===== src/rtl/fractal_sync_root_rsp.sv =====
`default_nettype none
// ============================================================================
// Module   : fractal_sync_root_rsp
// Brief    : Root of the fractal sync tree. Pairs barrier requests from the
//            two subtrees and returns wake/error responses through per-port
//            FIFOs.
// Revision : 1.0
// ============================================================================
module fractal_sync_root_rsp #(
    parameter int  AGGREGATE_WIDTH = 6,
    parameter int  ID_WIDTH        = 5,
    parameter int  SRC_WIDTH       = 4,
    parameter int  N_BARRIERS      = 8,
    parameter int  FIFO_DEPTH      = 4,
    parameter type fsync_req_t     = struct packed {
        logic                       sync;
        logic [AGGREGATE_WIDTH-1:0] aggr;
        logic [ID_WIDTH-1:0]        id_req;
        logic [SRC_WIDTH-1:0]       src;
    },
    parameter type fsync_rsp_t     = struct packed {
        logic                 wake;
        logic [SRC_WIDTH-1:0] dst;
        logic                 error;
    }
) (
    input  logic       clk_i,
    input  logic       rst_i,
    input  fsync_req_t req_i [2],
    output fsync_rsp_t rsp_o [2],
    output logic [1:0] overflow_o
);

    localparam int PW = (FIFO_DEPTH > 1) ? $clog2(FIFO_DEPTH) : 1;
    localparam int CW = $clog2(FIFO_DEPTH + 1);

    typedef logic [SRC_WIDTH-1:0] src_t;
    typedef struct packed {
        src_t dst;
        logic error;
    } ent_t;

    logic [1:0]    arr_q [N_BARRIERS];
    logic [1:0]    arr_d [N_BARRIERS];
    src_t          src_q [N_BARRIERS][2];
    src_t          src_d [N_BARRIERS][2];
    ent_t          mem_q [2][FIFO_DEPTH];
    ent_t          mem_d [2][FIFO_DEPTH];
    logic [PW-1:0] wr_q [2];
    logic [PW-1:0] wr_d [2];
    logic [PW-1:0] rd_q [2];
    logic [PW-1:0] rd_d [2];
    logic [CW-1:0] cnt_q [2];
    logic [CW-1:0] cnt_d [2];
    logic [1:0]    wake_q, wake_d;
    ent_t          out_q [2];
    ent_t          out_d [2];
    logic [1:0]    ovf_q, ovf_d;

    logic [1:0]    ok, hit_own, hit_oth, own_v, oth_v;
    src_t          stored [2];
    ent_t          own_e [2];
    ent_t          oth_e [2];
    logic          same_id;
    logic          unused_aggr;

    assign unused_aggr = ^{req_i[0].aggr, req_i[1].aggr};

    function automatic logic [PW-1:0] inc(input logic [PW-1:0] v);
        return (v == PW'(FIFO_DEPTH - 1)) ? '0 : v + 1'b1;
    endfunction

    // Per-port table lookup of the requested id
    always_comb begin
        same_id = (req_i[0].id_req == req_i[1].id_req);
        for (int p = 0; p < 2; p++) begin
            ok[p]      = req_i[p].sync && req_i[p].aggr[0] &&
                         (32'(req_i[p].id_req) < N_BARRIERS);
            hit_own[p] = 1'b0;
            hit_oth[p] = 1'b0;
            stored[p]  = '0;
            for (int k = 0; k < N_BARRIERS; k++) begin
                if (req_i[p].id_req == ID_WIDTH'(k)) begin
                    hit_own[p] = arr_q[k][p];
                    hit_oth[p] = arr_q[k][1-p];
                    stored[p]  = src_q[k][1-p];
                end
            end
        end
    end

    always_comb begin
        arr_d = arr_q;
        src_d = src_q;
        own_v = '0;
        oth_v = '0;
        own_e = '{default: '0};
        oth_e = '{default: '0};
        for (int p = 0; p < 2; p++) begin
            if (req_i[p].sync) begin
                if (!ok[p] || hit_own[p]) begin
                    own_v[p] = 1'b1;
                    own_e[p] = '{dst: req_i[p].src, error: 1'b1};
                end else if (hit_oth[p]) begin
                    own_v[p]   = 1'b1;
                    own_e[p]   = '{dst: req_i[p].src, error: 1'b0};
                    oth_v[1-p] = 1'b1;
                    oth_e[1-p] = '{dst: stored[p], error: 1'b0};
                    for (int k = 0; k < N_BARRIERS; k++) begin
                        if (req_i[p].id_req == ID_WIDTH'(k)) begin
                            arr_d[k] = 2'b00;
                        end
                    end
                end else if (ok[1-p] && same_id) begin
                    // Both sides arrive together: each port wakes with its own src
                    own_v[p] = 1'b1;
                    own_e[p] = '{dst: req_i[p].src, error: 1'b0};
                end else begin
                    for (int k = 0; k < N_BARRIERS; k++) begin
                        if (req_i[p].id_req == ID_WIDTH'(k)) begin
                            arr_d[k][p] = 1'b1;
                            src_d[k][p] = req_i[p].src;
                        end
                    end
                end
            end
        end
    end

    // Pop frees a slot before the (up to two) pushes of the same cycle
    always_comb begin
        logic [CW-1:0] n;
        mem_d  = mem_q;
        wr_d   = wr_q;
        rd_d   = rd_q;
        cnt_d  = cnt_q;
        wake_d = '0;
        out_d  = '{default: '0};
        ovf_d  = ovf_q;
        n      = '0;
        for (int p = 0; p < 2; p++) begin
            n = cnt_q[p];
            if (n != '0) begin
                wake_d[p] = 1'b1;
                out_d[p]  = mem_q[p][rd_q[p]];
                rd_d[p]   = inc(rd_q[p]);
                n         = n - 1'b1;
            end
            if (oth_v[p]) begin
                if (n < CW'(FIFO_DEPTH)) begin
                    mem_d[p][wr_d[p]] = oth_e[p];
                    wr_d[p]           = inc(wr_d[p]);
                    n                 = n + 1'b1;
                end else begin
                    ovf_d[p] = 1'b1;
                end
            end
            if (own_v[p]) begin
                if (n < CW'(FIFO_DEPTH)) begin
                    mem_d[p][wr_d[p]] = own_e[p];
                    wr_d[p]           = inc(wr_d[p]);
                    n                 = n + 1'b1;
                end else begin
                    ovf_d[p] = 1'b1;
                end
            end
            cnt_d[p] = n;
        end
    end

    always_ff @(posedge clk_i or posedge rst_i) begin
        if (rst_i) begin
            arr_q  <= '{default: '0};
            src_q  <= '{default: '0};
            mem_q  <= '{default: '0};
            wr_q   <= '{default: '0};
            rd_q   <= '{default: '0};
            cnt_q  <= '{default: '0};
            wake_q <= '0;
            out_q  <= '{default: '0};
            ovf_q  <= '0;
        end else begin
            arr_q  <= arr_d;
            src_q  <= src_d;
            mem_q  <= mem_d;
            wr_q   <= wr_d;
            rd_q   <= rd_d;
            cnt_q  <= cnt_d;
            wake_q <= wake_d;
            out_q  <= out_d;
            ovf_q  <= ovf_d;
        end
    end

    always_comb begin
        for (int p = 0; p < 2; p++) begin
            rsp_o[p]       = '0;
            rsp_o[p].wake  = wake_q[p];
            rsp_o[p].dst   = out_q[p].dst;
            rsp_o[p].error = out_q[p].error;
        end
    end

    assign overflow_o = ovf_q;

endmodule
`default_nettype wire


===== config.mk =====
export PLATFORM = sky130hd
export DESIGN_NAME = fractal_sync_root_rsp
export DESIGN_NICKNAME = d
export VERILOG_FILES = /design/src/rtl/fractal_sync_root_rsp.sv
export SDC_FILE = /design/constraint.sdc
export NUM_CORES = 1
export LEC_CHECK = 0
export CAP_MARGIN = 20
export CORE_ASPECT_RATIO = 1.2
export CORE_MARGIN = 2
export CORE_UTILIZATION = 30
export CTS_CLUSTER_DIAMETER = 200
export DETAILED_ROUTE_END_ITERATION = 7
export MAX_ROUTING_LAYER = met4
export PLACE_DENSITY = 0.47
export SLEW_MARGIN = 20
export SYNTH_ARGS = -nofsm -noshare
export SYNTH_HDL_FRONTEND = slang
export SYNTH_SLANG_ARGS = --single-unit

===== constraint.sdc =====
create_clock -name clk_i -period 5.5 [get_ports clk_i]
set_input_delay 1.65 -clock clk_i [delete_from_list [all_inputs] [get_ports clk_i]]
set_output_delay 1.65 -clock clk_i [all_outputs]
set_load 0.05 [all_outputs]

# == Yosys cells after proc, flatten, opt, wreduce, memory -nomap -nowiden ==
# Cells that the tools add are included.
# W data, S select, Z words.
# classes
magnitude_cmp,16
bitwise_logic,12
n_mux,222
add_sub_neg,12
reduce_logical,34
eq_ne,21
# ops
cell,count
$mux W20,8
$mux W1,120
$mux W5,24
$bwmux W20,4
$reduce_and A5 Y1,16
$mux W16,4
$mux W4,16
$mux W2,30
$demux W5 S2,4
$eq A5 B3 Y1 const B,8
$mux W3,10
$bmux W5 S2,2
$eq A5 B2 Y1 const B,4
$ge A3 B3 Y1 const B,6
$not A2 Y3,6
$add A2 B1 Y2 const B,6
$add A3 B1 Y3 const B,4
$eq A2 B2 Y1 const B,6
$lt A3 B1 Y1 const B,4
$lt A3 B3 Y1 const B,4
$eq A5 B1 Y1 const B,2
$logic_and A1 B1 Y1,10
$logic_not A5 Y1,2
$lt A5 B4 Y1 const B,2
6 further kinds,15
# totals
elab_cells,369
input_bits,34
register_bits,148

# == Longest topological paths before layout ==
# logic_depth
word_depth,21
depth_mapped,14

# == Worst setup path before layout ==
# OpenSTA, ideal clock, no wires.
# synth_timing
path_type,input -> register
start,in req_i[6] (netlist bit)
end,reg mem_q[25] (netlist bit)
path_buffers,2
setup_time_ps,128
t_arrival_ps,4363
stages,13
required_ps,5372
setup_slack_ps,1010
path_cell_list,buf_2 -> or2_0 -> mux4_2 -> a21boi_1 -> o211a_1 -> buf_2 -> mux2i_1 -> inv_1 -> ha_1 -> and3_1 -> o31ai_2 -> nand2b_1 -> mux2_1
# synth_rtl
item,line_no,rtl
start: declaration,29,"input fsync_req_t req_i [2],"
end signal: assignment,185,mem_q <= mem_d;
end: declaration,47,ent_t mem_q [2][FIFO_DEPTH];

==> impl_table.tex <==
\begin{tabular}{lr}
\hline
Metric & Value \\
\hline
\multicolumn{2}{l}{\textbf{Outcome}} \\
Run status & complete, no violations \\
\multicolumn{2}{l}{\textbf{Clock network}} \\
Total setup buffers inserted after CTS & 0 \\
CTS tree & built \\
Count of H-tree levels built during CTS & 4 \\
Maximum clock path buffer count & 2 \\
Hold-fix buffers, CTS & 0 \\
Clock transition at the register clock pins on the worst setup and hold paths after CTS & approximately 0.070 ns \\
Number of cells upsized or downsized after cts & 0 \\
Total clock buffers created by CTS & 17 \\
Library cell used as clock root buffer & clkbuf\_16 \\
\# clock sinks & 148 \\
Clock network latency to the later pin of the worst-skew pair & approximately 0.44 ns \\
\multicolumn{2}{l}{\textbf{Yosys}} \\
Per-instance average area after synthesis & 11.2 µm² \\
Most area-consuming cells after synthesis & dfrtp\_1 (42\%), mux2\_2 (12\%), ha\_1 (3.8\%) \\
Fraction of synthesized cell area taken by the top area cell type & a little over two fifths \\
Most numerous cell types in the synthesized netlist & dfrtp\_1 (148), mux2\_2 (95), nor2\_1 (43), nand2\_1 (39), a21oi\_1 (31) \\
Syn Std Cell Area & between 8000 and 9000 µm² \\
Synth unique cells & 78 \\
Prevailing post-synth register cell & dfrtp\_1 \\
Most repeated cell in the gate-level netlist after synthesis & dfrtp\_1 \\
Number of enable-type register cells in the synthesized netlist & 0 \\
Total of flip-flops plus latches after synthesis & between 100 and 150 \\
Synthesized net count & 847 \\
Area leader, netlist & dfrtp\_1 \\
Cells after Synth & 786 \\
Warnings, synthesis & 0 \\
Share of synthesized area occupied by flip-flops and latches & 42.2\% \\
Post-synthesis async set-or-reset flop share & 100\% \\
\multicolumn{2}{l}{\textbf{Timing}} \\
Relative max-transition margin & about two fifths \\
Post-layout minimum cycle time & 4.71 ns \\
Final hold violation count & 0 \\
Share of the clock period used by the worst path & between 80\% and 90\% \\
Setup WS post-layout & 0.792 ns \\
RSZ-0062 raised after global routing & false \\
Final setup viols & 0 \\
Final max-slew violation count & 0 \\
Fin Setup TNS & 0 ns \\
F\_max & roughly 210 MHz \\
Measured slew at the worst slew-check pin & 0.892 ns \\
Setup clock skew after layout & 0.0104 ns \\
\multicolumn{2}{l}{\textbf{Global routing}} \\
Initial antenna violation count & 0 \\
First-pass GRT wire length & approximately 38,000 µm \\
Pin count of the biggest net entering global routing & 61 \\
Via count of the first global-routing pass & 6,483 \\
Overall track demand over capacity in global routing & 16.8\% \\
Total overflow reported by the global router & 0 \\
\multicolumn{2}{l}{\textbf{Route}} \\
Routed len/inst & 19.4 µm \\
Via-to-Cell Ratio & 5.08 \\
Number of iterations in the first detailed-routing pass & 5 \\
Post-route antenna net violation count & 0 \\
Met2 wire length & 12,100 µm \\
Drt drc & 0 \\
DR iter-0 viols & between 300 and 400 \\
Total routed wire length on the met1 layer & 10,400 µm \\
Met3 routed wirelength & around 630 µm \\
Top layer in use & met4 \\
Total number of vias & 6,242 \\
WL final & 23,900 µm \\
\multicolumn{2}{l}{\textbf{Placed design}} \\
Number of port buffers & 37 \\
Total half-perimeter wirelength after legalization and detailed placement & $\sim$18,000 µm \\
Placed Area & 9700 µm² \\
Weighted congestion reported at the end of routability-driven placement & 0.884 \\
Pre-CTS WS & around 0.32 ns \\
\multicolumn{2}{l}{\textbf{Power and ir drop}} \\
Standby leakage power & 4.45 nW \\
Power, Total & between 0.004 and 0.005 W \\
Combinational Power Share & 35.7\% \\
Total power density per cell area & 418 nW/µm² \\
Net switching share of the total power & between 30\% and 40\% \\
Clock power share & 28.6\% \\
P\_sw & 0.00153 W \\
Max rail drop VDD & 0.197 mV \\
Sequential power share & 35.7\% \\
Internal power contribution & 0.00279 W \\
\multicolumn{2}{l}{\textbf{Layout}} \\
Proportion of layout cells with a drive suffix above 1 & 28.7\% \\
Antenna fix cells & 0 \\
Layout Cell Area excl Fill & 10,300 µm² \\
Final Net Count & 892 \\
Area growth from synthesis to layout & 17.5\% \\
Fraction of the core area covered by cells at the end of the flow & 35.9\% \\
\multicolumn{2}{l}{\textbf{Critical path}} \\
Required arrival time at the worst endpoint & 5.81 ns \\
Number of buffer and inverter instances along the worst setup path & 3 \\
Type of the worst setup path & input port to register \\
CP delay by family, top & buffers and inverters \\
Maximum single-stage delay on the critical path & 0.64 ns \\
Kind of start point of the critical path & input port \\
Max FO, Critical Path & 11 \\
Cells along the critical path & clkdlybuf4s50\_1 > buf\_4 > nand2\_1 > o22ai\_1 > and3b\_1 > o211a\_1 > mux2i\_1 > inv\_1 > ha\_1 > and3\_1 > o31ai\_2 > nand2b\_1 > mux2\_1 \\
Internal reg-to-reg setup slack & 2.01 ns \\
Type of element capturing the critical path & register \\
Library cell contributing the largest single delay on the critical path & clkdlybuf4s50\_1 \\
Data arrival time of the critical path & roughly 5.0 ns \\
\multicolumn{2}{l}{\textbf{Floorplanning}} \\
Die Y & around 190 µm \\
Row count & 68 \\
Floorplan die area & 30,700 µm² \\
Starting Density & about 31\% \\
Horizontal extent of the die & 160 µm \\
Standard cell core area & around 29,000 µm² \\
I/O pin count & between 40 and 50 \\
\multicolumn{2}{l}{\textbf{Min path}} \\
Hold Path Class & register to register \\
\multicolumn{2}{l}{\textbf{Run}} \\
Max-cap viol count & 0 \\
\hline
\end{tabular}
==> logic make-up after synthesis <==
| group | count (synthesis) | share of synthesized area (%) |
|---|---|---|
| AOI/OAI and AO/OA | 135 | 11.5 |
| xor gates and xnor gates | 11 | 1.10 |
| adders and majority gates | 27 | 3.85 |
| buffers and inverters | 83 | 4.36 |
| DFF | 148 | 42.2 |
| muxes | 153 | 21.6 |
| and+or+nand+nor | 229 | 15.4 |
==> cells in the final DEF (no fill, tap or decap), types with 27 or more instances in the layout <==
master / synthesis / layout
mux2_2: 95 / 95
inv_1: 30 / 29
a21oi_1: 31 / 31
clkdlybuf4s50_1: 0 / 37
dfrtp_1: 148 / 148
o21ai_0: 27 / 27
buf_4: 5 / 38
nor2_1: 43 / 43
mux2i_1: 27 / 27
nor3_1: 27 / 27
ha_1: 27 / 27
nand2_1: 39 / 39
==> flip-flops by register name (all words and copies together), names as in the netlist <==
| register | flops |
|---|---|
| cnt_q | 6 |
| arr_q | 16 |
| wake_q | 2 |
| mem_q | 40 |
| overflow_o | 2 |
| rsp_o | 10 |
| wr_q | 4 |
| rd_q | 4 |
| src_q | 64 |
==> stage by stage <==
stage | std cells | hold slack (ns)
global route | 1229 | 0.510
global placement | 1196 | 0.458
detailed placement | 1196 | 0.477
CTS | 1228 | 0.497
floorplan | 786 | 0.471
finish | 1229 | 0.487
==> power by group through the flow <==
stage / combinational (W) / clock [W] / sequential, W
floorplan: 0.00107 / 0 / 0.00163
global placement: 0.00154 / 0 / 0.00156
detailed placement: 0.00156 / 0 / 0.00157
CTS: 0.00157 / 0.00127 / 0.00155
global route: 0.00171 / 0.00132 / 0.00158
finish: 0.00154 / 0.00124 / 0.00154
==> cell type report <==
class                           count  area (µm²)
Sequential cell                   148        3700
Tap cell                          385         482
Inverter                           31         120
Clock inverter                     15         180
Multi-Input combinational cell    555        4690
Timing Repair Buffer               78         716
Fill cell                        2981       18400
Clock buffer                       17         425
==> worst register-to-register path, cell delays in order, from the launching register on <==
cell and delay (ns):
dfrtp_1 0.41, or2_0 0.30, mux4_2 0.54, a21boi_1 0.20
o211a_1 0.29, mux2i_1 0.43, inv_1 0.12, ha_1 0.19
and3_1 0.17, o31ai_2 0.15, nand2b_1 0.24, mux2_1 0.33
==> worst paths after layout <==
path,cells past startpoint,end,startpoint
worst max-delay path,13,mem_q[25],req_i[4]
worst min-delay path,2,overflow_o[1],overflow_o[1]
worst max register to register,11,mem_q[25],arr_q[9]
worst min register to register,2,overflow_o[1],overflow_o[1]
max in group asynchronous,3,mem_q[26],rst_i
min in group asynchronous,2,src_q[1],rst_i
==> metal layers <==
layer	track usage, %	up-vias
met4	6.65	0
li1	-	2947
met5	-	-
met3	2.10	36
met1	20.3	3150
met2	28.5	109
No activity file was read; power rests on OpenSTA's default activity.
